===== config.mk =====
export PLATFORM = sky130hd
export DESIGN_NAME = fwd_hazard_ctrl
export DESIGN_NICKNAME = d
export VERILOG_FILES = /design/src/rtl/mips_pkg.sv /design/src/rtl/fwd_match.sv /design/src/rtl/fwd_hazard_ctrl.sv
export SDC_FILE = /design/constraint.sdc
export NUM_CORES = 1
export LEC_CHECK = 0
export ABC_CLOCK_PERIOD_IN_PS = 3400
export BUFFER_PORTS_ARGS = -buffer_cell sky130_fd_sc_hd__clkbuf_2
export CELL_PAD_IN_SITES_DETAIL_PLACEMENT = 0
export CELL_PAD_IN_SITES_GLOBAL_PLACEMENT = 1
export CORE_UTILIZATION = 42
export CTS_CLUSTER_SIZE = 40
export DETAILED_ROUTE_END_ITERATION = 16
export PLACE_DENSITY = 0.81
export SYNTH_ARGS = -nofsm -noshare
export SYNTH_HDL_FRONTEND = slang
export SYNTH_SLANG_ARGS = --single-unit

===== constraint.sdc =====
create_clock -name clock -period 3.4 [get_ports clock]
set_input_delay 0 -clock clock [delete_from_list [all_inputs] [get_ports clock]]
set_output_delay 0 -clock clock [all_outputs]
set_load 0.02 [all_outputs]

===== src/rtl/mips_pkg.sv =====
// Shared encodings for the MIPS pipeline control slice.
//   - Opcode and funct values decoded in ID.
//   - Forward-select encodings driven to the EX operand muxes.
//   - Tracker entry describing the destination of an in-flight instruction.
//   - Hazard FSM states.
package mips_pkg;

   localparam logic [5:0] ALUop   = 6'h00;
   localparam logic [5:0] Jop     = 6'h02;
   localparam logic [5:0] JALop   = 6'h03;
   localparam logic [5:0] ADD_IMM = 6'h08;
   localparam logic [5:0] LW      = 6'h23;
   localparam logic [5:0] SW      = 6'h2B;

   localparam logic [5:0] FUNCT_MULT = 6'h18;

   localparam logic [1:0] FWD_REG   = 2'b00;
   localparam logic [1:0] FWD_MEMWB = 2'b01;
   localparam logic [1:0] FWD_EXMEM = 2'b10;

   typedef struct packed {
      logic       vld;
      logic [4:0] dest;
      logic       is_load;
   } trk_t;

   typedef enum logic {RUN, MUL_BUSY} state_t;

endpackage


===== src/rtl/fwd_match.sv =====
// Combinational forward-select for one source register.
//   src               : source register read by the ID instruction
//   ex_vld/ex_dest    : tracker of the instruction currently in EX
//   mem_vld/mem_dest  : tracker of the instruction currently in MEM
//   sel               : FWD_EXMEM, FWD_MEMWB or FWD_REG
// Sampled while the consumer is still in ID, so the EX producer will sit in
// MEM (EXMEMALUOut) and the MEM producer in WB (MEMWBValue) once the consumer
// reaches EX. The newer producer wins; r0 is never forwarded.
module fwd_match
   import mips_pkg::*;
(
   input  logic [4:0] src,
   input  logic       ex_vld,
   input  logic [4:0] ex_dest,
   input  logic       mem_vld,
   input  logic [4:0] mem_dest,
   output logic [1:0] sel
);

   always_comb begin
      sel = FWD_REG;
      if (ex_vld && (ex_dest != 5'd0) && (ex_dest == src))
         sel = FWD_EXMEM;
      else if (mem_vld && (mem_dest != 5'd0) && (mem_dest == src))
         sel = FWD_MEMWB;
   end

endmodule


===== src/rtl/fwd_hazard_ctrl.sv =====
// Forwarding and hazard controller for the EX-stage operand muxes.
//   clock, reset_n      : pipeline clock, asynchronous active-low reset
//   id_valid, id_op,
//   id_funct, id_rs,
//   id_rt, id_rd        : instruction currently in ID
//   flush               : squash the ID instruction (taken jump/branch)
//   stall               : hold PC and IF/ID (combinational)
//   ex_bubble           : load a NOP into ID/EX this edge (combinational)
//   ex_hold             : ID/EX keeps its contents this edge (combinational)
//   mul_busy            : registered, high while a multi-cycle MULT occupies EX
//   fa, fb              : registered ALU A/B forward selects
module fwd_hazard_ctrl
   import mips_pkg::*;
#(
   parameter int unsigned MULT_CYCLES = 4
) (
   input  logic       clock,
   input  logic       reset_n,
   input  logic       id_valid,
   input  logic [5:0] id_op,
   input  logic [5:0] id_funct,
   input  logic [4:0] id_rs,
   input  logic [4:0] id_rt,
   input  logic [4:0] id_rd,
   input  logic       flush,
   output logic       stall,
   output logic       ex_bubble,
   output logic       ex_hold,
   output logic       mul_busy,
   output logic [1:0] fa,
   output logic [1:0] fb
);

   localparam logic [3:0] CNT_LOAD = 4'(MULT_CYCLES - 1);

   state_t     state, state_nxt;
   logic [3:0] cnt, cnt_nxt;

   // trk_p0 = EX, trk_p1 = MEM, trk_p2 = WB
   trk_t       trk_p0, trk_p1, trk_p2;
   trk_t       id_entry;

   logic       id_live;
   logic       id_dest_vld;
   logic [4:0] id_dest;
   logic       reads_rs, reads_rt;
   logic       load_use, mult_enter;
   logic [1:0] sel_a, sel_b;
   logic       unused_trk;

   assign id_live = id_valid && !flush;

   always_comb begin
      id_dest_vld = 1'b0;
      id_dest     = 5'd0;
      case (id_op)
         ALUop:       begin id_dest_vld = 1'b1; id_dest = id_rd;  end
         LW, ADD_IMM: begin id_dest_vld = 1'b1; id_dest = id_rt;  end
         JALop:       begin id_dest_vld = 1'b1; id_dest = 5'd31; end
         default:     ;
      endcase
      reads_rs = (id_op == ALUop) || (id_op == LW) || (id_op == SW) || (id_op == ADD_IMM);
      reads_rt = (id_op == ALUop) || (id_op == SW);

      // Writes to r0 are never tracked, so they can neither forward nor stall.
      id_entry.vld     = id_live && id_dest_vld && (id_dest != 5'd0);
      id_entry.dest    = id_dest;
      id_entry.is_load = (id_op == LW);
   end

   fwd_match u_match_rs (
      .src      (id_rs),
      .ex_vld   (trk_p0.vld),
      .ex_dest  (trk_p0.dest),
      .mem_vld  (trk_p1.vld),
      .mem_dest (trk_p1.dest),
      .sel      (sel_a)
   );

   fwd_match u_match_rt (
      .src      (id_rt),
      .ex_vld   (trk_p0.vld),
      .ex_dest  (trk_p0.dest),
      .mem_vld  (trk_p1.vld),
      .mem_dest (trk_p1.dest),
      .sel      (sel_b)
   );

   // A load in EX cannot supply its data until MEM completes, so a reader in
   // ID must wait one cycle and then take it from MEMWBValue.
   assign load_use = (state == RUN) && id_live && trk_p0.vld && trk_p0.is_load &&
                     ((reads_rs && (trk_p0.dest == id_rs)) ||
                      (reads_rt && (trk_p0.dest == id_rt)));

   assign mult_enter = id_live && !load_use && (id_op == ALUop) &&
                       (id_funct == FUNCT_MULT) && (MULT_CYCLES > 1);

   always_comb begin
      state_nxt = state;
      cnt_nxt   = cnt;
      stall     = 1'b0;
      ex_bubble = 1'b0;
      ex_hold   = 1'b0;
      case (state)
         RUN: begin
            if (load_use) begin
               stall     = 1'b1;
               ex_bubble = 1'b1;
            end else if (flush) begin
               ex_bubble = 1'b1;
            end
            if (mult_enter) begin
               state_nxt = MUL_BUSY;
               cnt_nxt   = CNT_LOAD;
            end
         end
         MUL_BUSY: begin
            stall   = 1'b1;
            ex_hold = 1'b1;
            cnt_nxt = cnt - 4'd1;
            // Leaving here still holds EX once more, giving MULT_CYCLES in EX.
            if (cnt == 4'd1)
               state_nxt = RUN;
         end
         default: state_nxt = RUN;
      endcase
   end

   always_ff @(posedge clock or negedge reset_n) begin
      if (!reset_n) begin
         state <= RUN;
         cnt   <= 4'd0;
      end else begin
         state <= state_nxt;
         cnt   <= cnt_nxt;
      end
   end

   assign mul_busy = (state == MUL_BUSY);

   // ID -> EX boundary: trackers and forward selects
   always_ff @(posedge clock or negedge reset_n) begin
      if (!reset_n) begin
         trk_p0 <= '0;
         trk_p1 <= '0;
         trk_p2 <= '0;
         fa     <= FWD_REG;
         fb     <= FWD_REG;
      end else if (ex_hold) begin
         // EX keeps the MULT; the slot behind it in MEM drains as a bubble.
         trk_p1 <= '0;
         trk_p2 <= trk_p1;
      end else begin
         trk_p0 <= ex_bubble ? trk_t'('0) : id_entry;
         trk_p1 <= trk_p0;
         trk_p2 <= trk_p1;
         if (ex_bubble || !id_live || (id_op != ALUop)) begin
            fa <= FWD_REG;
            fb <= FWD_REG;
         end else begin
            fa <= sel_a;
            fb <= sel_b;
         end
      end
   end

   // WB results reach readers through the write-before-read regfile, so the
   // WB tracker and the load flag beyond EX never steer a select.
   assign unused_trk = ^{trk_p2, trk_p1.is_load};

endmodule

==> results of run 1 <==
## worst max-delay path by stage
stage / to / cells past startpoint / from / slack [ps]
floorplan: cnt[0] / 6 / mul_busy / 1570
global placement: cnt[0] / 6 / mul_busy / 1550
detailed placement: cnt[0] / 6 / mul_busy / 1510
finish: stall / 6 / mul_busy / 1290
CTS: ex_bubble / 7 / trk_p0[5] / 1280
global route: ex_bubble / 7 / trk_p0[4] / 1150
## cell usage in the layout (no fill, tap or decap), drive strengths merged, types with 2 or more instances in the layout
| master | n |
|---|---|
| o311a | 2 |
| inv | 3 |
| xor2 | 10 |
| o21ai | 6 |
| or4 | 3 |
| nor3 | 5 |
| and4 | 2 |
| a21oi | 4 |
| a221o | 5 |
| ha | 2 |
| nand3 | 5 |
| or3 | 3 |
| nor2b | 7 |
| or2 | 2 |
| nand4 | 2 |
| nor2 | 9 |
| clkbuf | 41 |
| dfrtp | 22 |
| a32o | 6 |
| xnor2 | 12 |
| nand2 | 15 |
## worst min-delay path: stages
cell and delay, ps:
clkbuf_2 110, nand3_2 120, o41ai_1 80
## stage by stage
step	setup WS [ps]	utilization, %	hold slack (ps)	std cells	total power (W)
2_1_floorplan	1570	-	-296	145	0.000388
3_3_place_gp	1550	53.0	6.89	224	0.000435
3_5_place_dp	1510	53.0	13.5	224	0.000440
4_1_cts	1280	54.0	6.66	228	0.000561
5_1_grt	1150	54.0	48.6	228	0.000588
6_report	1290	54.0	23.3	228	0.000554
## area by class of cell
class | count | area share, %
tap | 44 | 3.26
multi-input combinational | 116 | 49.9
inverter | 3 | 0.666
timing repair buffer | 40 | 12.3
sequential | 22 | 32.6
clock buffer | 3 | 1.33
## report_power, final
group	internal (W)	leakage [nW]	switching [W]
logic	0.0000567	0.501	0.0000637
clock network	0.0000415	0.0138	0.0000789
registers	0.000287	0.300	0.0000259
total	0.000385	0.814	0.000168
## sequential cells by signal (all words and copies together), names as in the netlist
name,flops
fb,2
trk_p1,6
fa,2
mul_busy,1
cnt,4
trk_p0,7
## per-layer routing
layer | vias up | GRT usage, %
met5 | - | 0
met4 | 0 | 7.97
met3 | 5 | 1.30
met2 | 39 | 32.0
met1 | 575 | 27.3
li1 | 616 | -
## repair_timing
action | 4_1_cts | 5_1_grt
endpoints found under the hold margin | 22 | 0
endpoints found under the setup margin | 0 | 0
hold buffers | 1 | 0
## logic make-up (layout without fill, tap and decap cells)
logic type / after synthesis / in the layout
buffers and inverters: 7 / 46
xor gates and xnor gates: 22 / 22
AOI/OAI and AO/OA: 30 / 30
and+or+nand+nor: 62 / 62
adders and majority gates: 2 / 2
DFF: 22 / 22
==> impl_metrics.toml, run 1 <==
[placed_design]
hpwl_um = 2560
gp_congestion = 0.797
io_buffers = 38
place_area_um2 = 1660

[timing]
fmax_mhz = 475
finalCriticalPeriod_ps = 2110
rsz0062_at_grt = "false"
hold_violations = 0
clock_skew_ps = 3.61
max-slew-margin-rel_pct = 63.9
setup_violations = 0
tns_ps = 0
drv_slew = 0
finalCritPeriodShare_pct = 62.0
worst_pin_slew_ps = 541

[synth]
yosysWarnings = 0
mappedNetlistArea_um2 = 1420
synth_top_family_by_area = "simple AND/OR/NAND/NOR gates"
synth_ff_type = "dfrtp_1"
synth_edf_count = 0
synthAdderAreaFrac_pct = 1.76
netlist_instances = 145
synth_fp_nets = 178
synth_compound_area_share_pct = 17.8
avgSynthCellArea_um2 = 9.82
synth_top_cell_by_area = "dfrtp_1"
ys_types = 44
synthTopCellsByCount = "dfrtp_1 (22), nand2_1 (15), xnor2_1 (12), xor2_1 (10), nor2_1 (8)"
synth-seq-cells = 22
synth_most_common_cell = "dfrtp_1"
synth_top_area_share_pct = 38.7
synth_xor_area_share_pct = 13.5
async_flop_share_pct = 100
seq_area_frac_synth_pct = 38.7
synth-simple-area-share_pct = 26.1
netlist_top_cells_area = "dfrtp_1 (39%), xnor2_1 (7.4%), xor2_1 (6.2%)"
synthMuxAreaShare_pct = 0

[critical_path]
worst-r2r-setup-slack_ps = 1480
cp.required_ps = 3400
critical-path-max-stage-delay_ps = 390
reg2reg_depth = 6
r2r_start = "mul_busy"
cp-end-kind = "primary output"
cp_data_arrival_time_ps = 2110
crit_type = "register to primary output"
cp-start-kind = "register"
cp_num_buf_inv = 1
crit_chain = "nor2_1 > and4_1 > o311a_1 > a21bo_2 > nand2b_1 > clkbuf_2"
crit_family = "simple AND/OR/NAND/NOR gates"
critPathSlowestCell = "dfrtp_1"
r2r_end = "cnt[0]"
cp_max_fo = 8

[drt]
route.met3.wl_um = 106
via_per_inst = 5.42
wl_met1_um = 1510
top_layer_used = "met4"
drc = 0
vias = 1235
route.detailed.wl_per_inst_um = 13.9
met2WireLength_um = 1500
drtIter0Drc = 45
drt-pass1-iter-count = 4
detail-route-antenna-nets = 0
wirelength_um = 3170

[pwr]
ir_worst_vdd_v = 0.000112
cellPowerDensity_nw_per_um2 = 328
leakage_nw = 0.814

[clocking]
h-tree-depth = 1
post_cts_resized = 0
clockBufferDepth = 2
cts.clk_slew.worst_paths_ps = 110
cts_root_buffer = "clkbuf_4"
post_cts_buffers = 0
cts-buffers-inserted = 3
cts_tree = "yes"
cts_sinks = 22
clk_latency_ps = 310

[finish]
seq_area_um2 = 551
antenna_cells = 0
drive_above_1_share_pct = 28.3
multi_input_area_um2 = 843
final_nets = 219
final_area_um2 = 1690
n_fill_cell = 289
syn_to_final_growth_pct = 18.7

[die]
die_w_um = 60.2
die_h_um = 60.2
core_area_um2 = 3130
rows = 20
ios = 39
start_util_pct = 45.5
die-area_um2 = 3630

[grt]
grt_pass1_vias = 1192
grt_max_degree = 31
grt_use_total_pct = 19.8
grt_first_pass_wirelength_um = 5380
overflow = 0
grt_antenna_before_repair = 0

[hold_path]
min_from = "id_valid"
holdCritPathClass = "primary input to register"
hold_path_depth = 3
whs_endpoint = "fa[1]"

[flow_run]
drv_cap = 0

[status]
run_status = "complete, no violations"
No activity file was read; power rests on OpenSTA's default activity.
==> inputs of run 2 (changes only) <==
--- a/config.mk
+++ b/config.mk
@@ -5,14 +5,14 @@
 export SDC_FILE = /design/constraint.sdc
 export NUM_CORES = 1
 export LEC_CHECK = 0
-export ABC_CLOCK_PERIOD_IN_PS = 3400
+export ABC_CLOCK_PERIOD_IN_PS = 1800
 export BUFFER_PORTS_ARGS = -buffer_cell sky130_fd_sc_hd__clkbuf_2
 export CELL_PAD_IN_SITES_DETAIL_PLACEMENT = 0
 export CELL_PAD_IN_SITES_GLOBAL_PLACEMENT = 1
-export CORE_UTILIZATION = 42
+export CORE_UTILIZATION = 35
 export CTS_CLUSTER_SIZE = 40
 export DETAILED_ROUTE_END_ITERATION = 16
-export PLACE_DENSITY = 0.81
+export PLACE_DENSITY = 0.72
 export SYNTH_ARGS = -nofsm -noshare
 export SYNTH_HDL_FRONTEND = slang
 export SYNTH_SLANG_ARGS = --single-unit
==> constraint.sdc (replaced) <==
create_clock -name clock -period 1.8 [get_ports clock]
set_input_delay 0 -clock clock [delete_from_list [all_inputs] [get_ports clock]]
set_output_delay 0 -clock clock [all_outputs]
set_load 0.02 [all_outputs]
==> run 2 against run 1 <==
Against the previous run: the run now ends with negative setup slack left; sequential power is 89% higher; critical path depth is 1 higher; global-route usage is 1.1 points lower; utilization is 4.7 points lower; via count is 5.5% higher; clock power is 150% higher; worst setup slack worse by 1300 ps; sequential share of layout area is 2.8 points lower; first-iteration DRC count is 2.2% higher; critical endpoint is now ex_bubble; largest cell class unchanged.
==> impl_metrics.toml, run 2 (synthesis results as in run 1) <==
[die]
ios = 39
die_h_um = 65.8
start_util_pct = 37.8
rows = 22
die_w_um = 65.8
core_area_um2 = 3770
die-area_um2 = 4330

[clocking]
clockBufferDepth = 2
cts.clk_slew.worst_paths_ps = 80
h-tree-depth = 1
cts_tree = "yes"
clk_latency_ps = 260
cts-buffers-inserted = 3
cts_root_buffer = "clkbuf_8"
cts_sinks = 22

[timing]
fin_ws_ps = -49.9
hold_violations = 0
fmax_mhz = 541
drv_slew = 0
finalCriticalPeriod_ps = 1850
max-slew-margin-rel_pct = 62.3
finalCritPeriodShare_pct = 103
setup_violations = 9
clock_skew_ps = 2.32
worst_pin_slew_ps = 566
whs_ps = 57.8
rsz0062_at_grt = "true"

[drt]
drt-pass1-iter-count = 4
route.detailed.wl_per_inst_um = 14.8
vias = 1303
drc = 0
drtIter0Drc = 46
via_per_inst = 5.36
detail-route-antenna-nets = 0
wirelength_um = 3590

[pwr]
p_clk_share_pct = 26.3
swShare_pct = 29.1
p_seq_share_pct = 51.7
intPower_w = 0.000810
p_total_w = 0.00114
leakage_nw = 0.879
power.switching_w = 0.000333
cellPowerDensity_nw_per_um2 = 615
ir_worst_vdd_v = 0.000353
pwr-share-comb_pct = 22.0

[finish]
final_nets = 230
reg_top3 = "trk_p0 (7), trk_p1 (6), cnt (4)"
largest_reg_flops = 7
syn_to_final_growth_pct = 30.6
final_common_cell = "clkbuf_2"
largest_register = "trk_p0"
drive_above_1_share_pct = 36.4
layout_common_cells = "clkbuf_2 (36), dfrtp_1 (19), nand2_1 (15), xnor2_1 (12), buf_4 (12)"
antenna_cells = 0
n_fill_cell = 355

[critical_path]
worst-r2r-setup-slack_ps = -30
cp.required_ps = 1800
critPathSlowestCell = "dfrtp_2"
r2r_start = "trk_p0[4]"
crit_type = "register to primary output"
cp-end-kind = "primary output"
cp_max_fo = 3
cp-start-kind = "register"
critical-path-max-stage-delay_ps = 440
reg2reg_depth = 6
crit_chain = "xor2_1 > nor3_2 > nand3_2 > and2b_1 > o21ai_4 > a21oi_2 > clkbuf_8"
r2r_end = "fa[1]"
cp_data_arrival_time_ps = 1850

[hold_path]
holdCritPathClass = "primary input to register"
hold_path_depth = 4
whs_endpoint = "cnt[1]"
min_from = "id_funct[0]"

[grt]
use_met1_pct = 26.4
grt_use_met2_pct = 30.0
grt_antenna_before_repair = 0
use_met3_pct = 3.45
grt-busiest-layer = "met2"
grt_first_pass_wirelength_um = 6170
grt_use_total_pct = 18.7
grt_max_degree = 31
overflow = 0
grt_pass1_vias = 1290

[flow_run]
drv_cap = 0

[placed_design]
hpwl_um = 2690
dp_slack_ps = 24.8
io_buffers = 38
gp_congestion = 0.825

[status]
run_status = "complete, but fails checks"
violations = "negative setup slack"
## run 2: cell count changes in the layout (fill, tap and decap cells not counted), sizes merged
cell,delta
buf,+11
## run 2: stage by stage
| stage | setup TNS [ps] | utilization [%] | instance area [um2] | instances |
|---|---|---|---|---|
| finish | -169 | 49.3 | 1860 | 243 |
| global placement | 0 | 45.2 | 1700 | 233 |
| global route | -1680 | 49.3 | 1860 | 243 |
| floorplan | 0 | - | 1430 | 145 |
| CTS | -488 | 48.5 | 1830 | 242 |
| detailed placement | 0 | 45.2 | 1700 | 233 |
## run 2: how the worst max path moves through the flow
stage	depth (start not counted)	from	to	slack (ps)
2_1_floorplan	6	mul_busy	cnt[0]	50
3_3_place_gp	6	trk_p0[1]	cnt[0]	60
3_5_place_dp	6	trk_p0[4]	trk_p0[4]	20
4_1_cts	7	trk_p0[4]	ex_bubble	-110
5_1_grt	7	trk_p0[4]	ex_bubble	-160
6_report	7	trk_p0[4]	ex_bubble	-50
## run 2: worst max-delay path: cells and delay by family (launching register included)
family                 cells  cell delay, ps
XOR/XNOR                   1             160
AND/OR/NAND/NOR            3             620
AO/OA/AOI/OAI              2             210
flip-flops                 1             440
buffers and inverters      1             160
## run 2: area by class of cell
type	instances	area, um2	share of cell area, %
clock buffers	3	41.3	2.22
multi-input cells	116	885	47.6
well taps	48	60.1	3.23
flip-flops and latches	22	554	29.8
repair buffers	51	308	16.6
inverters	3	11.3	0.606
## run 2: power groups by stage
| stage | clock network [W] | registers, W | logic, W |
|---|---|---|---|
| 2_1_floorplan | 0 | 0.000589 | 0.000145 |
| 3_3_place_gp | 0 | 0.000597 | 0.000230 |
| 3_5_place_dp | 0 | 0.000600 | 0.000239 |
| 4_1_cts | 0.000307 | 0.000590 | 0.000249 |
| 5_1_grt | 0.000330 | 0.000597 | 0.000287 |
| 6_report | 0.000300 | 0.000591 | 0.000251 |
## run 2: metal layers
metal,vias to the layer above,share of wire (%)
met3,2,3.7
met5,-,0
li1,637,-
met1,635,50
met4,0,0.50
met2,29,46
## run 2: repair_timing
action | in CTS | in global routing
cloned | 0 | 0
hold endpoints to repair | 22 | 0
buffers inserted | 5 | 1
pin swaps | 8 | 2
resized for setup | 10 | 4
setup endpoints to repair | 3 | 18
hold buffers | 1 | 0
